<file path="src/rtl/mem_access.sv">
`default_nettype none
// ============================================================================
// Module      : mem_access
// Description : THCO-MIPS MEM stage. It forwards write-back data and runs
//               load/store accesses as request/acknowledge bus transactions.
// Revision    : 1.0 - initial release
// ============================================================================
module mem_access #(
    parameter int DATA_W     = 16,
    parameter int ADDR_W     = 16,
    parameter int REG_ADDR_W = 4,
    parameter int TIMEOUT    = 15
) (
    input  logic                  clk,
    input  logic                  rst,
    input  logic                  memRead_i,
    input  logic                  memWrite_i,
    input  logic [ADDR_W-1:0]     memAddr_i,
    input  logic [DATA_W-1:0]     memWData_i,
    input  logic [DATA_W-1:0]     wData_i,
    input  logic                  wReg_i,
    input  logic [REG_ADDR_W-1:0] wRegAddr_i,
    output logic                  busReq_o,
    output logic                  busWe_o,
    output logic [ADDR_W-1:0]     busAddr_o,
    output logic [DATA_W-1:0]     busWData_o,
    input  logic [DATA_W-1:0]     busRData_i,
    input  logic                  busAck_i,
    output logic [DATA_W-1:0]     wData_o,
    output logic                  wReg_o,
    output logic [REG_ADDR_W-1:0] wRegAddr_o,
    output logic                  stallReq_o,
    output logic                  memErr_o
);

    typedef enum logic [1:0] {
        S_IDLE = 2'd0,
        S_WAIT = 2'd1,
        S_DONE = 2'd2
    } state_t;

    localparam logic [7:0] c_timeout = 8'(TIMEOUT);

    state_t            r_state;
    logic [DATA_W-1:0] r_rdata;
    logic [7:0]        r_cnt;
    logic              r_err;

    logic w_acc;
    logic w_stall;
    logic [7:0] w_cnt_next;

    assign w_acc      = memRead_i | memWrite_i;
    assign w_stall    = ((r_state == S_IDLE) & w_acc) | (r_state == S_WAIT);
    assign w_cnt_next = r_cnt + 8'd1;

    always_ff @(posedge clk or posedge rst) begin
        if (rst) begin
            r_state    <= S_IDLE;
            busReq_o   <= 1'b0;
            busWe_o    <= 1'b0;
            busAddr_o  <= '0;
            busWData_o <= '0;
            r_rdata    <= '0;
            r_cnt      <= '0;
            r_err      <= 1'b0;
        end else begin
            case (r_state)
                S_IDLE: begin
                    if (w_acc) begin
                        // Store wins when both read and write are requested.
                        busAddr_o  <= memAddr_i;
                        busWData_o <= memWData_i;
                        busWe_o    <= memWrite_i;
                        busReq_o   <= 1'b1;
                        r_cnt      <= '0;
                        r_err      <= 1'b0;
                        r_state    <= S_WAIT;
                    end
                end
                S_WAIT: begin
                    if (busAck_i) begin
                        if (!busWe_o) begin
                            r_rdata <= busRData_i;
                        end
                        busReq_o <= 1'b0;
                        r_err    <= 1'b0;
                        r_state  <= S_DONE;
                    end else begin
                        r_cnt <= w_cnt_next;
                        if (w_cnt_next == c_timeout) begin
                            busReq_o <= 1'b0;
                            r_err    <= 1'b1;
                            r_state  <= S_DONE;
                        end
                    end
                end
                S_DONE: begin
                    r_state <= S_IDLE;
                end
                default: begin
                    r_state <= S_IDLE;
                end
            endcase
        end
    end

    // Only bubbles reach WB while stalled; a timed-out access never writes back.
    always_comb begin
        wReg_o  = wReg_i;
        wData_o = wData_i;
        if (w_stall) begin
            wReg_o = 1'b0;
        end else if (r_state == S_DONE) begin
            wReg_o = wReg_i & ~r_err;
            if (!busWe_o) begin
                wData_o = r_rdata;
            end
        end
    end

    assign stallReq_o = w_stall;
    assign wRegAddr_o = wRegAddr_i;
    assign memErr_o   = (r_state == S_DONE) & r_err;

endmodule
`default_nettype wire

</file>
<file path="config.mk">
export PLATFORM = sky130hd
export DESIGN_NAME = mem_access
export DESIGN_NICKNAME = d
export VERILOG_FILES = /design/src/rtl/mem_access.sv
export SDC_FILE = /design/constraint.sdc
export NUM_CORES = 1
export LEC_CHECK = 0
export ABC_AREA = 1
export BUFFER_PORTS_ARGS = -buffer_cell sky130_fd_sc_hd__buf_2
export CORE_ASPECT_RATIO = 1.4
export CORE_MARGIN = 3
export CORE_UTILIZATION = 42
export DETAILED_ROUTE_END_ITERATION = 7
export PLACE_DENSITY = 0.82
export SLEW_MARGIN = 10
export SYNTH_ARGS = -nofsm -noshare
export SYNTH_HDL_FRONTEND = slang
export SYNTH_SLANG_ARGS = --single-unit
</file>
<file path="constraint.sdc">
create_clock -name clk -period 1.9 [get_ports clk]
set_input_delay 0.38 -clock clk [delete_from_list [all_inputs] [get_ports clk]]
set_output_delay 0.38 -clock clk [all_outputs]
set_load 0.03 [all_outputs]
</file>
==> results of run 1 <==
final timing paths:
check	from	to	slack [ps]
setup / recovery	r_state[1]	wData_o[6]	-30
hold / removal	rst	r_rdata[0]	30
setup reg to reg	r_cnt[0]	busReq_o	240
hold reg to reg	busAddr_o[0]	busAddr_o[0]	480
max in group asynchronous	rst	r_state[1]	1300
min in group clk	memWData_i[4]	busWData_o[4]	240
registers in the layout (all words and copies together), names as in the netlist:
| signal | count |
|---|---|
| busAddr_o | 16 |
| busReq_o | 1 |
| r_state | 2 |
| r_err | 1 |
| r_rdata | 16 |
| busWe_o | 1 |
| busWData_o | 16 |
| r_cnt | 8 |
layout by cell type (no fill, tap or decap), drive strengths merged:
cell type / instances
a21oi: 6
a22o: 1
and3: 1
buf: 131
bufbuf: 1
bufinv: 2
clkbuf: 9
clkinv: 4
clkinvlp: 1
dfrtp: 61
ha: 2
inv: 20
mux2: 22
nand2: 127
nand3: 12
nand4: 2
nor2: 16
nor3b: 1
o21ai: 13
o21bai: 1
o22ai: 1
o31ai: 1
final cells by class:
class                      instances  share of cell area [%]
clock inverter                     7                    2.57
sequential                        61                    39.7
clock buffer                       9                    3.22
timing repair buffer             132                    21.8
tap                               72                    2.34
inverter                          20                    1.95
multi-input combinational        206                    28.5
through the flow:
step	util [%]	hold WS, ps
finish	61.6	28.8
global route	61.6	58.1
CTS	61.4	29.6
detailed placement	54.9	400
global placement	54.9	385
floorplan	-	434
worst max-delay path, stage by stage, from the launching register on:
cell and delay (ps):
dfrtp_2 450, nand3_4 150, buf_12 140, mux2_2 340, buf_6 140
routing by layer:
metal / track usage [%] / vias to the layer above
met1: 23.4 / 1146
met3: 4.17 / 10
met2: 31.6 / 79
met4: 7.67 / 0
met5: 0 / -
li1: - / 1213
cell families (layout without fill, tap and decap cells):
| group | after synthesis | in the layout | share of synthesized area [%] |
|---|---|---|---|
| AO/OA/AOI/OAI | 23 | 23 | 4.98 |
| multiplexers | 22 | 22 | 9.05 |
| buffers and inverters | 34 | 168 | 5.44 |
| adder cells (fa/ha/maj) | 2 | 2 | 0.914 |
| AND/OR/NAND/NOR | 159 | 159 | 23.9 |
| flip-flops | 61 | 61 | 55.8 |
report_power, final:
| part | switching [mW] | internal [mW] |
|---|---|---|
| clock network | 0.533 | 0.744 |
| registers | 0.311 | 1.87 |
| logic | 1.95 | 1.00 |
| total | 2.79 | 3.62 |
timing repair:
item,CTS,global route
gates cloned,2,0
hold buffers,0,0
setup buffers,2,1
pin swaps,1,0
gates resized for setup,42,1
endpoints found under the setup margin,13,17
==> results.sh, run 1 <==
export IMPL_status="finished, violations left"
export IMPL_violations="negative setup slack"
export IMPL_start_util_pct=43.8
export IMPL_ff_latch_area_um2=1530
export IMPL_area_growth_pct=40.7
export IMPL_synth_nets=377
export IMPL_synth_cell_types=28
export IMPL_synthArstFlopShare_pct=100
export IMPL_top_layer_used="met4"
export IMPL_numCtsBuffers=9
export IMPL_portBuffers=122
export IMPL_synthTopCellsByCount="nand2_1, dfrtp_1, inv_1"
export IMPL_synth_area_leaders="dfrtp_1, nand2_1, mux2_1"
export IMPL_antenna_found_initial=0
export IMPL_crit_path_max_fanout=6
export IMPL_syn_area_per_cell_um2=9.10
export IMPL_routedWlPerCell_um=13.2
export IMPL_endpoint_kind="output pin"
export IMPL_final_cells=507
export IMPL_wl_met3_um=376
export IMPL_power_leakage_nw=2.12
export IMPL_vdd_ir_drop_max_v=0.00127
export IMPL_drc=0
export IMPL_die_y_um=102
export IMPL_cts_buffer_depth=2
export IMPL_critPathRequiredTime_ps=1520
export IMPL_period_needed_ps=1930
export IMPL_fin_area_um2=3850
export IMPL_max_cap_violations=0
export IMPL_dp_hpwl_um=4760
export IMPL_yosys_warnings=0
export IMPL_dr_pass1_iters=5
export IMPL_grt_pass1_wl_um=11000
export IMPL_antenna_cells=0
export IMPL_cts_tree="built"
export IMPL_clkSlewWorstSetupHoldPaths_ps=80
export IMPL_core_area_um2=6250
export IMPL_fillCellCount=504
export IMPL_reg2reg_depth=11
export IMPL_p_per_area_nw_per_um2=1660
export IMPL_p_total_mw=6.41
export IMPL_dpl_cell_area_um2=3430
export IMPL_syn_inst=301
export IMPL_cts_root_buf="clkbuf_8"
export IMPL_fin_ws_ps=-34.8
export IMPL_max_freq_mhz=517
export IMPL_met1Wirelength_um=2630
export IMPL_multi_input_area_um2=1100
export IMPL_skew_ps=7.77
export IMPL_layout_drive_gt1_share_pct=41.6
export IMPL_grt_max_degree=45
export IMPL_grt_usage_pct=18.8
export IMPL_rows=34
export IMPL_fp_dieW_um=74.2
export IMPL_hold_viol_final=0
export IMPL_clock_sinks=61
export IMPL_setup_violations_final=13
export IMPL_drv_slew=0
export IMPL_worstMarginPinSlew_ps=419
export IMPL_synth_area_um2=2740
export IMPL_synth_top_cell_by_area="dfrtp_1"
export IMPL_synth_top_area_share_pct=55.8
export IMPL_htreeDepth=3
export IMPL_period_share_pct=102
export IMPL_placed_cells=486
export IMPL_vias=2448
export IMPL_tns_ps=-247
export IMPL_dp_worst_setup_slack_ps=212
export IMPL_synth_seq_area_share_pct=55.8
export IMPL_ant_nets=0
export IMPL_relSlewSlack_pct=72.0
export IMPL_crit_path_start_kind="flip-flop"
export IMPL_holdCritPathClass="primary input to async pin"
export IMPL_rsz0062_at_grt="yes"
export IMPL_yosysMostFrequentCell="nand2_1"
export IMPL_wl_um=6680
export IMPL_gp_congestion=0.854
export IMPL_crit_arrival_ps=1550
export IMPL_grt_pass1_vias=2463
export IMPL_met2_length_um=3570
export IMPL_drt_iter0_drc=64
export IMPL_insertion_delay_ps=330
export IMPL_critPathKind="flip-flop to output pin"
export IMPL_synth_edf_count=0
export IMPL_layout_nets=506
export IMPL_die_area_um2=7540
export IMPL_overflow=0
export IMPL_ys_ff_latch=61
export IMPL_io_pins=131
export IMPL_via_per_inst=4.83
export IMPL_ys_flop_type="dfrtp_1"
Note: power is estimated with default switching activity, not from simulation.
==> inputs of run 2 (changes only) <==
--- a/config.mk
+++ b/config.mk
@@ -6,12 +6,12 @@
 export NUM_CORES = 1
 export LEC_CHECK = 0
 export ABC_AREA = 1
-export BUFFER_PORTS_ARGS = -buffer_cell sky130_fd_sc_hd__buf_2
 export CORE_ASPECT_RATIO = 1.4
 export CORE_MARGIN = 3
-export CORE_UTILIZATION = 42
+export CORE_UTILIZATION = 50
 export DETAILED_ROUTE_END_ITERATION = 7
-export PLACE_DENSITY = 0.82
+export DONT_BUFFER_PORTS = 1
+export PLACE_DENSITY = 0.73
 export SLEW_MARGIN = 10
 export SYNTH_ARGS = -nofsm -noshare
 export SYNTH_HDL_FRONTEND = slang
==> run 2 against run 1 <==
The run now ends clean. Die area down 15%. First-iteration DRC count up 7.8%. Sequential share of layout area up 8.7 points. Register-to-register slack worse by 40 ps. Combinational power down 44%. Largest power group is now registers.
==> results.sh, run 2 (synthesized netlist as in run 1, its figures left out) <==
export IMPL_status="finished clean"
export IMPL_die_y_um=93.6
export IMPL_max_freq_mhz=543
export IMPL_setup_violations_final=0
export IMPL_cts_root_buf="clkbuf_8"
export IMPL_clock_sinks=61
export IMPL_cts_buffer_depth=2
export IMPL_layout_commonest_cell="nand2_1"
export IMPL_vias=1978
export IMPL_met1_usage_pct=21.4
export IMPL_clkSlewWorstSetupHoldPaths_ps=70
export IMPL_area_growth_pct=15.4
export IMPL_numCtsBuffers=9
export IMPL_skew_ps=9.13
export IMPL_crit_path_start_kind="flip-flop"
export IMPL_crit_chain="and3_2, nor3b_2, buf_4"
export IMPL_max_cap_violations=0
export IMPL_layout_drive_gt1_share_pct=19.4
export IMPL_grt_usage_pct=19.1
export IMPL_routedWlPerCell_um=14.9
export IMPL_portBuffers=0
export IMPL_vdd_ir_drop_max_v=0.00128
export IMPL_cpPeakStageDelay_ps=430
export IMPL_layout_common_cells="nand2_1, dfrtp_1, inv_1, buf_4, mux2_4"
export IMPL_relSlewSlack_pct=76.5
export IMPL_hold_viol_final=0
export IMPL_use_met2_pct=31.0
export IMPL_fp_dieW_um=68.5
export IMPL_crit_arrival_ps=1460
export IMPL_overflow=0
export IMPL_via_per_inst=5.14
export IMPL_grt_pass1_wl_um=9010
export IMPL_dp_hpwl_um=4150
export IMPL_ant_nets=0
export IMPL_worstMarginPinSlew_ps=352
export IMPL_rows=31
export IMPL_grtUsageMet3_pct=7.45
export IMPL_holdCritPathClass="primary input to flip-flop"
export IMPL_antenna_found_initial=0
export IMPL_insertion_delay_ps=330
export IMPL_p_per_area_nw_per_um2=1830
export IMPL_power_leakage_nw=1.63
export IMPL_grt_max_degree=62
export IMPL_cts_tree="built"
export IMPL_grt_busiest_layer="met2"
export IMPL_grt_pass1_vias=1974
export IMPL_drt_iter0_drc=69
export IMPL_rsz0062_at_grt="no"
export IMPL_dr_pass1_iters=4
export IMPL_period_needed_ps=1840
export IMPL_htreeDepth=3
export IMPL_crit_path_max_fanout=4
export IMPL_antenna_cells=0
export IMPL_tns_ps=0
export IMPL_layout_nets=390
export IMPL_reg_top3="busAddr_o x16, busWData_o x16, r_rdata x16"
export IMPL_io_pins=131
export IMPL_p_total_mw=5.79
export IMPL_endpoint_kind="output pin"
export IMPL_die_area_um2=6410
export IMPL_core_area_um2=5240
export IMPL_drc=0
export IMPL_start_util_pct=52.3
export IMPL_critPathKind="flip-flop to output pin"
export IMPL_gp_congestion=0.779
export IMPL_period_share_pct=96.9
export IMPL_critPathRequiredTime_ps=1520
export IMPL_wl_um=5720
export IMPL_drv_slew=0
export IMPL_cpMaxStageDelayCell="dfrtp_1"
## run 2: layer usage
layer | up-vias | routed length, um
li1 | 971 | -
met1 | 925 | 2160
met2 | 74 | 3010
met3 | 8 | 461
met4 | 0 | 90
met5 | - | 0
## run 2: timing repair
item / CTS / global route
buffers inserted: 0 / 2
hold buffers: 1 / 0
pin swaps: 0 / 0
hold endpoints to repair: 46 / 0
resized for setup: 4 / 18
endpoints found under the setup margin: 13 / 17
## run 2: report_power, final
part	switching (mW)	internal [mW]	leakage [nW]	total [mW]
logic	1.05	0.617	0.778	1.66
clock network	0.463	0.732	0.107	1.19
registers	1.07	1.86	0.749	2.93
## run 2: per-stage QoR
stage	setup slack, ps	area, um^2	hold WS, ps	cells	utilization (%)
floorplan	-62.8	2740	434	301	-
global placement	233	2860	348	366	54.6
detailed placement	243	2860	351	366	54.6
CTS	0.483	3090	145	383	58.9
global route	3.24	3160	154	385	60.3
finish	59.8	3160	161	385	60.3
## run 2: final timing paths
kind                               start  cells past startpoint             to  slack [ps]
max                           r_state[1]                      3         wReg_o          60
min reg2reg                        r_err                      2          r_err         480
min                        memWData_i[8]                      2  busWData_o[8]         160
max in group asynchronous            rst                      3  busAddr_o[10]        1080
min in group asynchronous            rst                      3   busAddr_o[0]         560
max reg2reg                     r_cnt[0]                     11       busReq_o         200
## run 2: cell type report
| type | count | area (um^2) |
|---|---|---|
| clock buffer | 11 | 131 |
| timing repair buffer | 16 | 148 |
| inverter | 20 | 75.1 |
| clock inverter | 5 | 75.1 |
| fill | 453 | 2080 |
| sequential | 61 | 1530 |
| tap | 66 | 82.6 |
| multi-input combinational | 206 | 1120 |
## run 2: critical path: cells and delay by family (launching register included)
| family | cells | cell delay, ps |
|---|---|---|
| simple gates | 2 | 530 |
| buf+inv | 1 | 180 |
| flops | 1 | 430 |
==> inputs of run 3 (changes only) <==
--- a/config.mk
+++ b/config.mk
@@ -8,10 +8,10 @@
 export ABC_AREA = 1
 export CORE_ASPECT_RATIO = 1.4
 export CORE_MARGIN = 3
-export CORE_UTILIZATION = 50
+export CORE_UTILIZATION = 56
 export DETAILED_ROUTE_END_ITERATION = 7
 export DONT_BUFFER_PORTS = 1
-export PLACE_DENSITY = 0.73
+export PLACE_DENSITY = 0.79
 export SLEW_MARGIN = 10
 export SYNTH_ARGS = -nofsm -noshare
 export SYNTH_HDL_FRONTEND = slang
==> run 3 against run 2 <==
Clock-buffer cell count increased by 2. Register-to-register slack about the same. Design area decreased by 0.12%. Hold slack got worse by 3.3 ps. First-iteration DRC count increased by 25%. Cell count decreased by 1.8%. Fmax decreased by 1.4%. Non-clock buffer count decreased by 1. Clock skew decreased by 1.2 ps. Via count increased by 0.46%. Largest cell class unchanged.
==> results.sh, run 3 (synthesized netlist as in run 1, its figures left out) <==
export IMPL_core_area_um2=4610
export IMPL_dp_hpwl_um=4200
export IMPL_ant_nets=0
export IMPL_cpMaxStageDelayCell="dfrtp_1"
export IMPL_endpoint_kind="output pin"
export IMPL_crit_family="flip-flops"
export IMPL_layout_drive_gt1_share_pct=19.6
export IMPL_final_cells=378
export IMPL_holdCritPathClass="primary input to flip-flop"
export IMPL_critPathRequiredTime_ps=1520
export IMPL_io_pins=131
export IMPL_crit_buf_inv=2
export IMPL_fillCellCount=364
export IMPL_relSlewSlack_pct=61.8
export IMPL_die_y_um=88.7
export IMPL_layout_commonest_cell="nand2_1"
export IMPL_layout_nets=389
export IMPL_hold_viol_final=0
export IMPL_die_area_um2=5780
export IMPL_period_share_pct=98.3
export IMPL_crit_path_max_fanout=21
export IMPL_critPathKind="flip-flop to output pin"
export IMPL_drt_iter0_drc=86
export IMPL_layout_common_cells="nand2_1, dfrtp_1, inv_1, clkbuf_8, buf_4"
export IMPL_grt_usage_pct=21.2
export IMPL_grt_pass1_vias=2004
export IMPL_htreeDepth=3
export IMPL_gp_congestion=0.871
export IMPL_whs_ps=157
export IMPL_cpPeakStageDelay_ps=430
export IMPL_crit_arrival_ps=1490
export IMPL_rsz0062_at_grt="yes"
export IMPL_reg_top3="busAddr_o x16, busWData_o x16, r_rdata x16"
export IMPL_cts_root_buf="clkbuf_8"
export IMPL_fin_ws_ps=32.7
export IMPL_dr_pass1_iters=4
export IMPL_vias=1987
export IMPL_cts_tree="built"
export IMPL_drv_slew=0
export IMPL_clock_sinks=61
export IMPL_grt_pass1_wl_um=9060
export IMPL_portBuffers=0
export IMPL_via_per_inst=5.26
export IMPL_crit_path_start_kind="flip-flop"
export IMPL_vdd_ir_drop_max_v=0.00108
export IMPL_start_util_pct=59.4
export IMPL_cts_buffer_depth=2
export IMPL_grt_max_degree=62
export IMPL_p_per_area_nw_per_um2=1820
export IMPL_rows=29
export IMPL_placed_cells=362
export IMPL_max_freq_mhz=536
export IMPL_status="finished clean"
export IMPL_antenna_cells=0
export IMPL_insertion_delay_ps=330
export IMPL_numCtsBuffers=9
export IMPL_fp_dieW_um=65.1
export IMPL_power_leakage_nw=1.62
export IMPL_worstMarginPinSlew_ps=571
export IMPL_skew_ps=7.96
export IMPL_routedWlPerCell_um=15.1
export IMPL_overflow=0
export IMPL_max_cap_violations=0
export IMPL_drc=0
export IMPL_wl_um=5720
export IMPL_p_total_mw=5.73
export IMPL_clkSlewWorstSetupHoldPaths_ps=60
export IMPL_area_growth_pct=15.2
export IMPL_setup_violations_final=0
export IMPL_dp_worst_setup_slack_ps=229
export IMPL_antenna_found_initial=0
export IMPL_period_needed_ps=1870
export IMPL_crit_chain="inv_2, nand3_4, buf_12, mux2_4"
-- run 3: through the flow --
step	cell area [um^2]	utilization [%]	TNS, ps
finish	3150	68.4	0
CTS	3070	66.7	0
floorplan	2740	-	-314
detailed placement	2860	62.0	0
global placement	2860	62.0	0
global route	3150	68.4	-250
-- run 3: worst reg2reg max path, stage by stage (launching register included) --
cell and delay (ps):
dfrtp_1 420, inv_2 90, nor2_2 150, nand3_1 440, mux2_1 490
-- run 3: per-layer routing --
layer	share of wire (%)	vias to the layer above	global-route usage, %
met5	0	-	0
met4	1.9	0	10.8
met3	11	9	12.6
met2	52	107	33.6
met1	35	900	22.4
li1	-	971	-
-- run 3: area by class of cell --
cell class	instances	area, um^2	share of cell area, %
Sequential cell	61	1530	48.4
Tap cell	62	77.6	2.46
Inverter	20	75.1	2.38
Clock inverter	1	30.0	0.952
Multi-Input combinational cell	206	1130	36.0
Clock buffer	13	169	5.36
Timing Repair Buffer	15	140	4.44
-- run 3: where the power goes --
group	switching, mW	total (mW)	internal, mW
Combinational	1.04	1.65	0.614
Clock	0.440	1.14	0.699
Sequential	1.08	2.94	1.86
Total	2.56	5.73	3.17
-- run 3: what timing repair did --
item | in CTS | in global routing
hold buffers | 1 | 0
endpoints found under the setup margin | 12 | 19
resized for setup | 3 | 22
hold endpoints to repair | 61 | 0
setup buffers | 0 | 1
-- run 3: worst paths after layout --
| kind | slack (ps) | start | cells after the start | end |
|---|---|---|---|---|
| min | 160 | memWData_i[5] | 2 | busWData_o[5] |
| min reg2reg | 490 | r_rdata[10] | 1 | r_rdata[10] |
| min in group asynchronous | 570 | rst | 3 | busAddr_o[1] |
| max in group asynchronous | 1070 | rst | 3 | r_state[1] |
| max reg2reg | 200 | r_state[0] | 4 | r_rdata[13] |
| max | 30 | r_state[0] | 4 | wData_o[7] |
